$ cat src/rtl/adc_capture_sequencer_if.sv
// SRAM write-port bundle driven by the capture sequencer.
// master drives the shared csb0/web0, addr0, din0 and wmask0 lines.
interface adc_capture_sequencer_if #(
   parameter int DW    = 32,
   parameter int AW    = 9,
   parameter int NBANK = 4
);
   logic [NBANK-1:0] mem_wenb_o;
   logic [AW-1:0]    mem_waddr_o;
   logic [DW-1:0]    mem_data_o;
   logic [3:0]       wmask_o;

   modport master (
      output mem_wenb_o,
      output mem_waddr_o,
      output mem_data_o,
      output wmask_o
   );

   modport slave (
      input mem_wenb_o,
      input mem_waddr_o,
      input mem_data_o,
      input wmask_o
   );
endinterface

$ cat src/rtl/adc_capture_sequencer.sv
// Captures ADC words from NCH channels into NBANK SRAM banks
// through per-channel holding registers and a round-robin arbiter.
module adc_capture_sequencer #(
   parameter int NCH   = 3,
   parameter int DW    = 32,
   parameter int AW    = 9,
   parameter int NBANK = 4
) (
   input  logic                  wb_clk_i,
   input  logic                  wb_rst_i,
   input  logic                  start_i,
   input  logic                  stop_i,
   input  logic [NCH-1:0]        ch_en_i,
   input  logic [11:0]           length_i,
   input  logic [NCH-1:0]        dvalid_i,
   input  logic [NCH*DW-1:0]     ch_dat_i,
   adc_capture_sequencer_if.master mem,
   output logic                  busy_o,
   output logic                  done_o,
   output logic                  irq_o,
   output logic [NCH-1:0]        ovf_o,
   output logic [11:0]           count_o
);

   localparam int D  = NBANK * (2 ** AW);
   localparam int BW = (NBANK > 1) ? $clog2(NBANK) : 1;
   localparam int RW = (NCH > 1) ? $clog2(NCH) : 1;
   localparam logic [11:0] LD = 12'(D);

   typedef enum logic [1:0] {
      S_IDLE,
      S_CAPTURE,
      S_DRAIN,
      S_DONE
   } state_t;

   state_t           r_state;
   logic [NCH-1:0]   r_en;
   logic [11:0]      r_len;
   logic [11:0]      r_cnt;
   logic [NCH-1:0]   r_pend;
   logic [DW-1:0]    r_hold [NCH];
   logic [RW-1:0]    r_rr;
   logic [NBANK-1:0] r_wenb;
   logic [AW-1:0]    r_waddr;
   logic [DW-1:0]    r_data;
   logic             r_busy;
   logic             r_done;
   logic             r_irq;
   logic [NCH-1:0]   r_ovf;

   logic [11:0]      w_npend;
   logic             w_space;
   logic             w_cap;
   logic             w_act;
   logic [NCH-1:0]   w_req;
   logic             w_gv;
   logic [RW-1:0]    w_g;
   logic [RW-1:0]    w_rr_nxt;
   logic [NCH-1:0]   w_gnt;
   logic [NCH-1:0]   w_load;
   logic [NCH-1:0]   w_drop;
   logic             w_wr_idle;
   logic             w_start;
   logic [11:0]      w_len_in;
   logic [BW-1:0]    w_bank;

   assign w_cap     = (r_state == S_CAPTURE);
   assign w_act     = (w_cap || r_state == S_DRAIN) && (r_cnt < r_len);
   assign w_req     = r_pend & r_en & {NCH{w_act}};
   assign w_wr_idle = &r_wenb;
   assign w_bank    = r_cnt[AW+BW-1:AW];
   assign w_start   = start_i && (|ch_en_i)
                    && (r_state == S_IDLE || r_state == S_DONE);
   assign w_len_in  = (length_i == 12'd0 || length_i > LD) ? LD : length_i;
   assign w_rr_nxt  = (w_g == RW'(NCH - 1)) ? '0 : w_g + 1'b1;

   // Occupancy, round-robin pick starting at r_rr, and per-channel load/drop.
   always_comb begin
      int j;
      w_npend = '0;
      w_gv    = 1'b0;
      w_g     = '0;
      j       = 0;
      for (int k = 0; k < NCH; k++)
         w_npend = w_npend + 12'(r_pend[k]);
      w_space = (r_cnt + w_npend) < r_len;
      for (int i = 0; i < NCH; i++) begin
         j = int'(r_rr) + i;
         if (j >= NCH)
            j = j - NCH;
         if (!w_gv && w_req[j]) begin
            w_gv = 1'b1;
            w_g  = RW'(j);
         end
      end
      w_gnt = w_gv ? (NCH'(1) << w_g) : '0;
      for (int k = 0; k < NCH; k++) begin
         w_load[k] = w_cap && r_en[k] && dvalid_i[k] && w_space
                   && (!r_pend[k] || w_gnt[k]);
         w_drop[k] = w_cap && r_en[k] && dvalid_i[k] && w_space
                   && r_pend[k] && !w_gnt[k];
      end
   end

   // Capture FSM with registered SRAM port, status and holding registers.
   always_ff @(posedge wb_clk_i or posedge wb_rst_i) begin
      if (wb_rst_i) begin
         r_state <= S_IDLE;
         r_en    <= '0;
         r_len   <= '0;
         r_cnt   <= '0;
         r_pend  <= '0;
         r_rr    <= '0;
         r_wenb  <= '1;
         r_waddr <= '0;
         r_data  <= '0;
         r_busy  <= 1'b0;
         r_done  <= 1'b0;
         r_irq   <= 1'b0;
         r_ovf   <= '0;
         for (int k = 0; k < NCH; k++)
            r_hold[k] <= '0;
      end else begin
         r_irq  <= 1'b0;
         r_wenb <= '1;
         if (w_gv) begin
            r_wenb  <= ~(NBANK'(1) << w_bank);
            r_waddr <= r_cnt[AW-1:0];
            r_data  <= r_hold[w_g];
            r_cnt   <= r_cnt + 12'd1;
            r_rr    <= w_rr_nxt;
         end
         for (int k = 0; k < NCH; k++)
            if (w_load[k])
               r_hold[k] <= ch_dat_i[k*DW +: DW];
         r_pend <= (r_pend & ~w_gnt) | w_load;
         r_ovf  <= r_ovf | w_drop;
         if (w_start) begin
            r_state <= S_CAPTURE;
            r_en    <= ch_en_i;
            r_len   <= w_len_in;
            r_cnt   <= '0;
            r_pend  <= '0;
            r_ovf   <= '0;
            r_rr    <= '0;
            r_busy  <= 1'b1;
            r_done  <= 1'b0;
         end else begin
            unique case (r_state)
               S_IDLE: ;
               S_CAPTURE: begin
                  if (stop_i) begin
                     r_state <= S_DRAIN;
                  end else if (r_cnt == r_len && w_wr_idle) begin
                     r_state <= S_DONE;
                     r_busy  <= 1'b0;
                     r_done  <= 1'b1;
                     r_irq   <= 1'b1;
                  end
               end
               S_DRAIN: begin
                  if ((r_pend == '0 || r_cnt == r_len) && w_wr_idle) begin
                     r_state <= S_DONE;
                     r_busy  <= 1'b0;
                     r_done  <= 1'b1;
                     r_irq   <= 1'b1;
                  end
               end
               S_DONE: ;
            endcase
         end
      end
   end

   assign mem.mem_wenb_o  = r_wenb;
   assign mem.mem_waddr_o = r_waddr;
   assign mem.mem_data_o  = r_data;
   assign mem.wmask_o     = 4'hF;
   assign busy_o          = r_busy;
   assign done_o          = r_done;
   assign irq_o           = r_irq;
   assign ovf_o           = r_ovf;
   assign count_o         = r_cnt;

endmodule
$ cat src/flat_wrapper.sv
// flat-port wrapper written by rule: the top's interface ports become plain ports
module adc_capture_sequencer_flat 
#(
   parameter int NCH   = 3,
   parameter int DW    = 32,
   parameter int AW    = 9,
   parameter int NBANK = 4
)
  (wb_clk_i, wb_rst_i, start_i, stop_i, ch_en_i, length_i, dvalid_i, ch_dat_i, busy_o, done_o, irq_o, ovf_o, count_o, mem_mem_wenb_o, mem_mem_waddr_o, mem_mem_data_o, mem_wmask_o);
  adc_capture_sequencer_if #(.DW(DW), .AW(AW), .NBANK(NBANK)) mem_i ();
  input  logic wb_clk_i;
  input  logic wb_rst_i;
  input  logic start_i;
  input  logic stop_i;
  input  logic [NCH-1:0] ch_en_i;
  input  logic [11:0] length_i;
  input  logic [NCH-1:0] dvalid_i;
  input  logic [NCH*DW-1:0] ch_dat_i;
  output logic busy_o;
  output logic done_o;
  output logic irq_o;
  output logic [NCH-1:0] ovf_o;
  output logic [11:0] count_o;
  output wire logic [$bits(mem_i.mem_wenb_o)-1:0] mem_mem_wenb_o;
  output wire logic [$bits(mem_i.mem_waddr_o)-1:0] mem_mem_waddr_o;
  output wire logic [$bits(mem_i.mem_data_o)-1:0] mem_mem_data_o;
  output wire logic [$bits(mem_i.wmask_o)-1:0] mem_wmask_o;
  assign mem_mem_wenb_o = mem_i.mem_wenb_o;
  assign mem_mem_waddr_o = mem_i.mem_waddr_o;
  assign mem_mem_data_o = mem_i.mem_data_o;
  assign mem_wmask_o = mem_i.wmask_o;
  adc_capture_sequencer #(.NCH(NCH), .DW(DW), .AW(AW), .NBANK(NBANK)) u_core (.wb_clk_i(wb_clk_i), .wb_rst_i(wb_rst_i), .start_i(start_i), .stop_i(stop_i), .ch_en_i(ch_en_i), .length_i(length_i), .dvalid_i(dvalid_i), .ch_dat_i(ch_dat_i), .mem(mem_i), .busy_o(busy_o), .done_o(done_o), .irq_o(irq_o), .ovf_o(ovf_o), .count_o(count_o));
endmodule
$ cat config.mk
export PLATFORM = sky130hd
export DESIGN_NAME = adc_capture_sequencer_flat
export DESIGN_NICKNAME = d
export VERILOG_FILES = /design/src/rtl/adc_capture_sequencer_if.sv /design/src/rtl/adc_capture_sequencer.sv /design/src/flat_wrapper.sv
export SDC_FILE = /design/constraint.sdc
export NUM_CORES = 1
export LEC_CHECK = 0
export CAP_MARGIN = 20
export CORE_UTILIZATION = 50
export DETAILED_ROUTE_END_ITERATION = 8
export PLACE_DENSITY = 0.79
export SETUP_SLACK_MARGIN = 0.05
export SYNTH_ARGS = -nofsm -noshare
export SYNTH_HDL_FRONTEND = slang
export SYNTH_SLANG_ARGS = --single-unit
$ cat constraint.sdc
create_clock -name wb_clk_i -period 9.8 [get_ports wb_clk_i]
set_input_delay 1.96 -clock wb_clk_i [delete_from_list [all_inputs] [get_ports wb_clk_i]]
set_output_delay 1.96 -clock wb_clk_i [all_outputs]
set_load 0.05 [all_outputs]
; ---- Yosys cells after proc, flatten, opt, wreduce, memory -nomap -nowiden
; Index checks and enable logic that the tools add are counted.
[word_totals]
reg_bits = 181
in_bits = 118
output_inout_bits = 67
elab_cells = 155
[classes]
add_sub_neg = 10
magnitude_cmp = 10
eq_ne = 9
n_shift = 2
n_mux = 51
n_bitwise = 8
reduce_logical = 49
[op_table]
columns = cell, n
row1 = 32-bit 2-to-1 mux, 5
row2 = "32-bit by 4-bit < comparator with 1-bit output, second input constant", 3
row3 = 32-bit binary-select mux with 2-bit select, 1
row4 = "32-bit by 3-bit greater-or-equal comparator with 1-bit output, second input constant", 2
row5 = "32-bit by 3-bit subtractor with 32-bit output, second input constant", 2
row6 = 12-bit 2-to-1 mux, 3
row7 = 1-bit logical AND, 25
row8 = 12-bit < comparator, 2
row9 = 1-bit 2-to-1 mux, 21
row10 = 2-bit 2-to-1 mux, 10
row11 = 12-bit by 1-bit adder with 12-bit output, 1
row12 = "12-bit by 1-bit adder with 12-bit output, second input constant", 1
row13 = 12-bit adder, 1
row14 = 12-bit equality test, 1
row15 = "12-bit greater-than comparator, second input constant", 1
row16 = 12-bit logical NOT, 1
row17 = 3-bit bitwise AND, 3
row18 = 3-bit 2-to-1 mux, 3
row19 = 1-bit logical NOT, 8
row20 = 4-bit AND reduction, 2
row21 = 1-bit logical OR, 7
row22 = 1-bit binary-select mux with 2-bit select, 3
row23 = "2-bit equality test, second input constant", 3
row24 = "3-bit inequality test, second input constant", 2
row25 = 25 further kinds, 28

; ---- Logic depth before layout (Yosys ltp)
[depth]
depth_word = 20
depth_mapped = 18
mapped_depth_nobuf = 16

; ---- Worst setup path before layout
; OpenSTA, ideal clock, no wires.
[synth_path]
path_type = register to register
startpoint = register u_core.r_cnt[0] (netlist: u_core.count_o[0])
endpoint = register u_core.r_hold[17] in the netlist's numbering
setup_time_ps = 125
arrival_ps = 3797
required_ps = 9675
slack_ps = 5878
path_stages_with_launch = 17
n_path_buf = 2
period_less_slack_ps = 3922
cell_sequence = dfrtp_1 > fa_1 > inv_1 > fa_1 > nor2b_1 > nand2_1 > xnor2_1 > ha_1 > and3_1 > a221oi_1 > o21a_1 > o211ai_1 > a21oi_1 > nor2b_1 > clkbuf_2 > buf_4 > mux2_2
[synth_via]
elab_chain_cells = 17
elab_cells_between_ends = 29
cone_classes = add/sub: 1 / order compare: 2 / shift: 1 / mux: 16 / bitwise: 1 / reduce/logical: 8
[synth_lines]
columns = item, line
row1 = "start, declared", adc_capture_sequencer.sv:40  ; logic [11:0] r_cnt;
row2 = "start signal, assigned", adc_capture_sequencer.sv:131  ; r_cnt <= r_cnt + 12'd1;
row3 = 12-bit < comparator, adc_capture_sequencer.sv:69  ; assign w_act = (w_cap || r_state == S_DRAIN) && (r_cnt < r_len);
row4 = 1-bit logical AND, adc_capture_sequencer.sv:69
row5 = 3-bit bitwise AND, adc_capture_sequencer.sv:70  ; assign w_req = r_pend & r_en & {NCH{w_act}};
row6 = 1-bit binary-select mux with 2-bit select, adc_capture_sequencer.sv:92  ; if (!w_gv && w_req[j]) begin
row7 = 1-bit 2-to-1 mux (implied by the code) (2 in a row), adc_capture_sequencer.sv:92
row8 = 1-bit 2-to-1 mux, adc_capture_sequencer.sv:92
row9 = 1-bit logical NOT, adc_capture_sequencer.sv:92
row10 = 1-bit logical AND, adc_capture_sequencer.sv:92
row11 = 1-bit 2-to-1 mux, adc_capture_sequencer.sv:92
row12 = 1-bit logical NOT, adc_capture_sequencer.sv:92
row13 = 1-bit logical AND, adc_capture_sequencer.sv:92
row14 = 2-bit 2-to-1 mux, adc_capture_sequencer.sv:92
row15 = 1-bit by 2-bit left shift with 3-bit output, adc_capture_sequencer.sv:97  ; w_gnt = w_gv ? (NCH'(1) << w_g) : '0;
row16 = 3-bit 2-to-1 mux, adc_capture_sequencer.sv:97
row17 = 1-bit logical OR, adc_capture_sequencer.sv:100  ; && (!r_pend[k] || w_gnt[k]);
row18 = 1-bit logical AND *, adc_capture_sequencer.sv:100
row19 = "end signal, assigned by index", adc_capture_sequencer.sv:136  ; r_hold[k] <= ch_dat_i[k*DW +: DW];
row20 = "end, declared", adc_capture_sequencer.sv:42  ; logic [DW-1:0] r_hold [NCH];
; Every way passes the cells marked *; elsewhere a longest branch is shown, timed or not. The select of a mux whose other input is x is not followed.
; A chain may end at the register's enable or synchronous reset.

; ---- Worst setup path in the final report
[layout_path]
startpoint = register u_core.r_pend[1]
endpoint = register u_core.r_hold[16] in the netlist's numbering
[layout_via]
elab_chain_cells = 16
elab_cells_between_ends = 30
cone_classes = add/sub: 3 / order compare: 1 / shift: 1 / mux: 16 / bitwise: 2 / reduce/logical: 7
[layout_lines]
columns = item, line
row1 = "start, declared", adc_capture_sequencer.sv:41  ; logic [NCH-1:0] r_pend;
row2 = "start signal, assigned", adc_capture_sequencer.sv:137  ; r_pend <= (r_pend & ~w_gnt) | w_load;
row3 = branches (longest 15 deep; another with 12-bit by 1-bit adder with 12-bit output), -
row4 = 1-bit logical AND *, adc_capture_sequencer.sv:100
; Every way passes the cells marked *. The select of a mux whose other input is x is not followed.

==> flow_metrics.py <==
metrics = {
    "global_routing": {
        "antenna_found_initial": 0,
        "grt_max_degree": 108,
        "grt_use_total": 0.264,
        "grt_pass1_wl_mm": 36.1,
        "overflow": 0,
        "grt_pass1_vias": 6966,
    },
    "floorplan": {
        "placementRows": 47,
        "io-pin-count": 185,
        "die_height_um": 133,
        "start_util": 0.517,
        "die_w_um": 133,
        "core_um2": 16700,
        "die-area_um2": 17800,
    },
    "placement": {
        "dp_hpwl_mm": 14.7,
        "gp_congestion": 0.917,
        "io_buffers": 180,
    },
    "synth": {
        "synth_top_area_frac": 0.513,
        "syn_inst": 755,
        "synth_common_cells": "dfrtp_1, nand2_1, mux2_2",
        "yosys.cell_count.top_type": "dfrtp_1",
        "yosysWarnings": 0,
        "netlist_area_um2": 8630,
        "synth.area.top_cells": "dfrtp_1, mux2_2, mux2_4",
        "synth_area_leader_cell": "dfrtp_1",
        "post_synth_num_cell_types": 60,
        "syn_avg_cell_area_um2": 11.4,
        "yosys_register_bits": 181,
        "synthArstFlopShare": 1.00,
        "ys_seq_area_frac": 0.525,
        "synth_edf_count": 0,
        "synth_flop_cell": "dfrtp_1",
    },
    "setup_path": {
        "crit_required_ps": 10110,
        "crit_path_end_kind": "flip-flop",
        "crit_path_cell_trace": "inv_1 -> ha_1 -> fa_1 -> inv_1 -> fa_1 -> nor2b_1 -> nand2_1 -> xnor2_1 -> ha_1 -> and3_1 -> a221oi_1 -> o21a_1 -> o211ai_1 -> a21oi_1 -> nor2b_4 -> mux2_2",
        "cp_top_family": "simple AND/OR/NAND/NOR gates",
        "timing.rr.start": "u_core.r_pend[1]$_DFF_PP0_",
        "cp.arrival_ps": 5040,
        "crit_path_start_kind": "flip-flop",
        "reg2reg_to": "u_core.r_hold[16]$_DFFE_PP0P_",
        "r2r_slack_ps": 5070,
        "crit_type": "reg2reg",
        "crit_fanout": 32,
        "slowest_delay_ps": 880,
        "critPathBufInv": 2,
        "r2r_cells": 16,
        "slowest_stage": "nor2b_4",
    },
    "pwr": {
        "power_density_nw_per_um2": 322,
        "peakVddDrop_mv": 0.220,
        "leakagePower_nw": 4.87,
        "power_mw": 3.61,
    },
    "timing": {
        "period_share": 0.482,
        "finalHoldViolations": 0,
        "worst_pin_slew_ps": 1090,
        "finalSetupViolations": 0,
        "rsz0062_at_grt": "no",
        "fin_setup_tns_ps": 0,
        "relSlewSlack": 0.271,
        "fin_crit_ps": 4730,
        "final_max_slew_viol_count": 0,
        "fmax_ghz": 0.212,
        "fin_worst_skew_ps": 7.31,
    },
    "cts": {
        "hold_buffers": 0,
        "cts_tree": "built",
        "cts_buffers": 17,
        "h-tree-depth": 4,
        "clk_pin_slew_worst_paths_ps": 70,
        "cts_buffer_depth": 2,
        "cts.sinks": 181,
        "cts_resized": 0,
        "post_cts_buffers": 0,
        "root_buffer": "clkbuf_16",
        "clk_latency_ps": 430,
    },
    "detailed_routing": {
        "route.detailed.drc": 0,
        "vias_per_cell": 5.70,
        "drtIter0Drc": 409,
        "avgRoutedWirePerCell_um": 19.2,
        "drt_first_pass_iters": 5,
        "wl_mm": 22.1,
        "dr_total_vias": 6561,
        "ant_nets": 0,
    },
    "finish": {
        "drive_above_1_share": 0.163,
        "nets": 1071,
        "antenna_cells": 0,
        "synthToLayoutAreaGrowth_pct": 29.9,
    },
    "hold_path": {
        "hold_class": "reg2reg",
        "hold_depth": 2,
        "hold_end": "u_core.mem.mem_data_o[22]$_DFFE_PP0N_",
        "hp-start": "u_core.mem.mem_data_o[22]$_DFFE_PP0N_",
    },
    "flow_run": {
        "maxCapViolations": 0,
    },
    "status": {
        "status": "complete, no violations",
    },
}
-- per-stage QoR --
step	hold slack (ps)	instance area (um^2)	setup WS [ps]	utilization	instances
floorplan	450	8640	2930	-	758
global placement	461	10600	5200	0.633	1120
detailed placement	467	10600	5070	0.633	1120
CTS	486	11200	5070	0.671	1152
global route	502	11200	4600	0.671	1152
finish	485	11200	5070	0.671	1152
-- registers in the layout, summed over array words and instances (netlist names) --
register / cells
u_core.r_hold: 96
u_core.mem.mem_data_o: 32
u_core.count_o: 12
u_core.r_len: 12
u_core.mem.mem_waddr_o: 9
u_core.mem.mem_wenb_o: 4
u_core.ovf_o: 3
u_core.r_en: 3
u_core.r_pend: 3
u_core.r_rr: 2
u_core.r_state: 2
u_core.busy_o: 1
u_core.done_o: 1
u_core.irq_o: 1
-- layout by cell type, fill, tap and decap left out, types with 5 or more instances in the layout --
master / synthesis / layout
clkdlybuf4s50_1: 0 / 180
dfrtp_1: 177 / 177
nand2_1: 97 / 96
mux2_2: 64 / 64
o21ai_0: 35 / 35
nand3_1: 32 / 32
ha_1: 32 / 32
mux2_4: 30 / 30
nor2_1: 29 / 29
inv_1: 28 / 27
o211ai_1: 23 / 23
a22oi_1: 21 / 21
clkbuf_16: 0 / 17
a21oi_1: 15 / 15
xnor2_1: 14 / 14
buf_4: 11 / 10
nor3_1: 9 / 8
a222oi_1: 7 / 7
a21o_1: 6 / 6
a221oi_1: 6 / 6
nor4_1: 6 / 6
nand3b_1: 6 / 6
nand4_1: 5 / 5
a31oi_1: 5 / 5
and3_1: 5 / 5
-- worst register-to-register path, delay by kind of cell, from the launching register on --
| family | cells | cell delay [ps] |
|---|---|---|
| buffers and inverters | 2 | 170 |
| AND/OR/NAND/NOR | 4 | 1370 |
| AO/OA/AOI/OAI | 4 | 850 |
| adder cells (fa/ha/maj) | 4 | 1200 |
| multiplexers | 1 | 460 |
| flip-flops | 1 | 410 |
| XOR/XNOR | 1 | 150 |
-- report_power, final --
| group | leakage [nW] | switching (mW) | total [mW] | internal, mW |
|---|---|---|---|---|
| Clock | 0.302 | 0.303 | 0.733 | 0.429 |
| Sequential | 2.25 | 0.206 | 1.29 | 1.08 |
| Combinational | 2.32 | 0.934 | 1.59 | 0.654 |
-- metal layers --
metal / routed length [um] / GRT usage / vias to the layer above
met3: 1530 / 0.0654 / 36
li1: - / - / 3002
met1: 9410 / 0.341 / 3291
met5: 0 / 0 / -
met4: 448 / 0.104 / 0
met2: 10800 / 0.428 / 232
-- how the worst max path moves through the flow --
stage	startpoint	end	cells after the start
2_1_floorplan	wb_rst_i	u_core.busy_o$_DFFE_PP0P_	1
3_5_place_dp	u_core.r_pend[1]$_DFF_PP0_	u_core.r_hold[8]$_DFFE_PP0P_	16
5_1_grt	u_core.r_pend[1]$_DFF_PP0_	u_core.r_hold[22]$_DFFE_PP0P_	16
6_report	u_core.r_pend[1]$_DFF_PP0_	u_core.r_hold[16]$_DFFE_PP0P_	16
4_1_cts	u_core.r_pend[1]$_DFF_PP0_	u_core.r_hold[25]$_DFFE_PP0P_	16
3_3_place_gp	u_core.r_pend[1]$_DFF_PP0_	u_core.r_hold[23]$_DFFE_PP0P_	16
-- cells by family after synthesis --
kind of cell / count (synthesis) / synth area share
buffers and inverters: 77 / 0.0417
xor gates and xnor gates: 18 / 0.0183
adders and majority gates: 35 / 0.0523
muxes: 96 / 0.138
and+or+nand+nor: 208 / 0.110
other: 1 / 0.000434
DFF: 181 / 0.525
AOI/OAI and AO/OA: 139 / 0.114
-- layout make-up --
type                    count  area, um^2
flip-flops and latches    181        4530
fillers                  1263        5490
well taps                 220         275
repair buffers            190        1880
clock inverters            15         204
clock buffers              17         425
multi-input cells         500        3780
inverters                  29         114
Note: power is estimated with default switching activity, not from simulation.
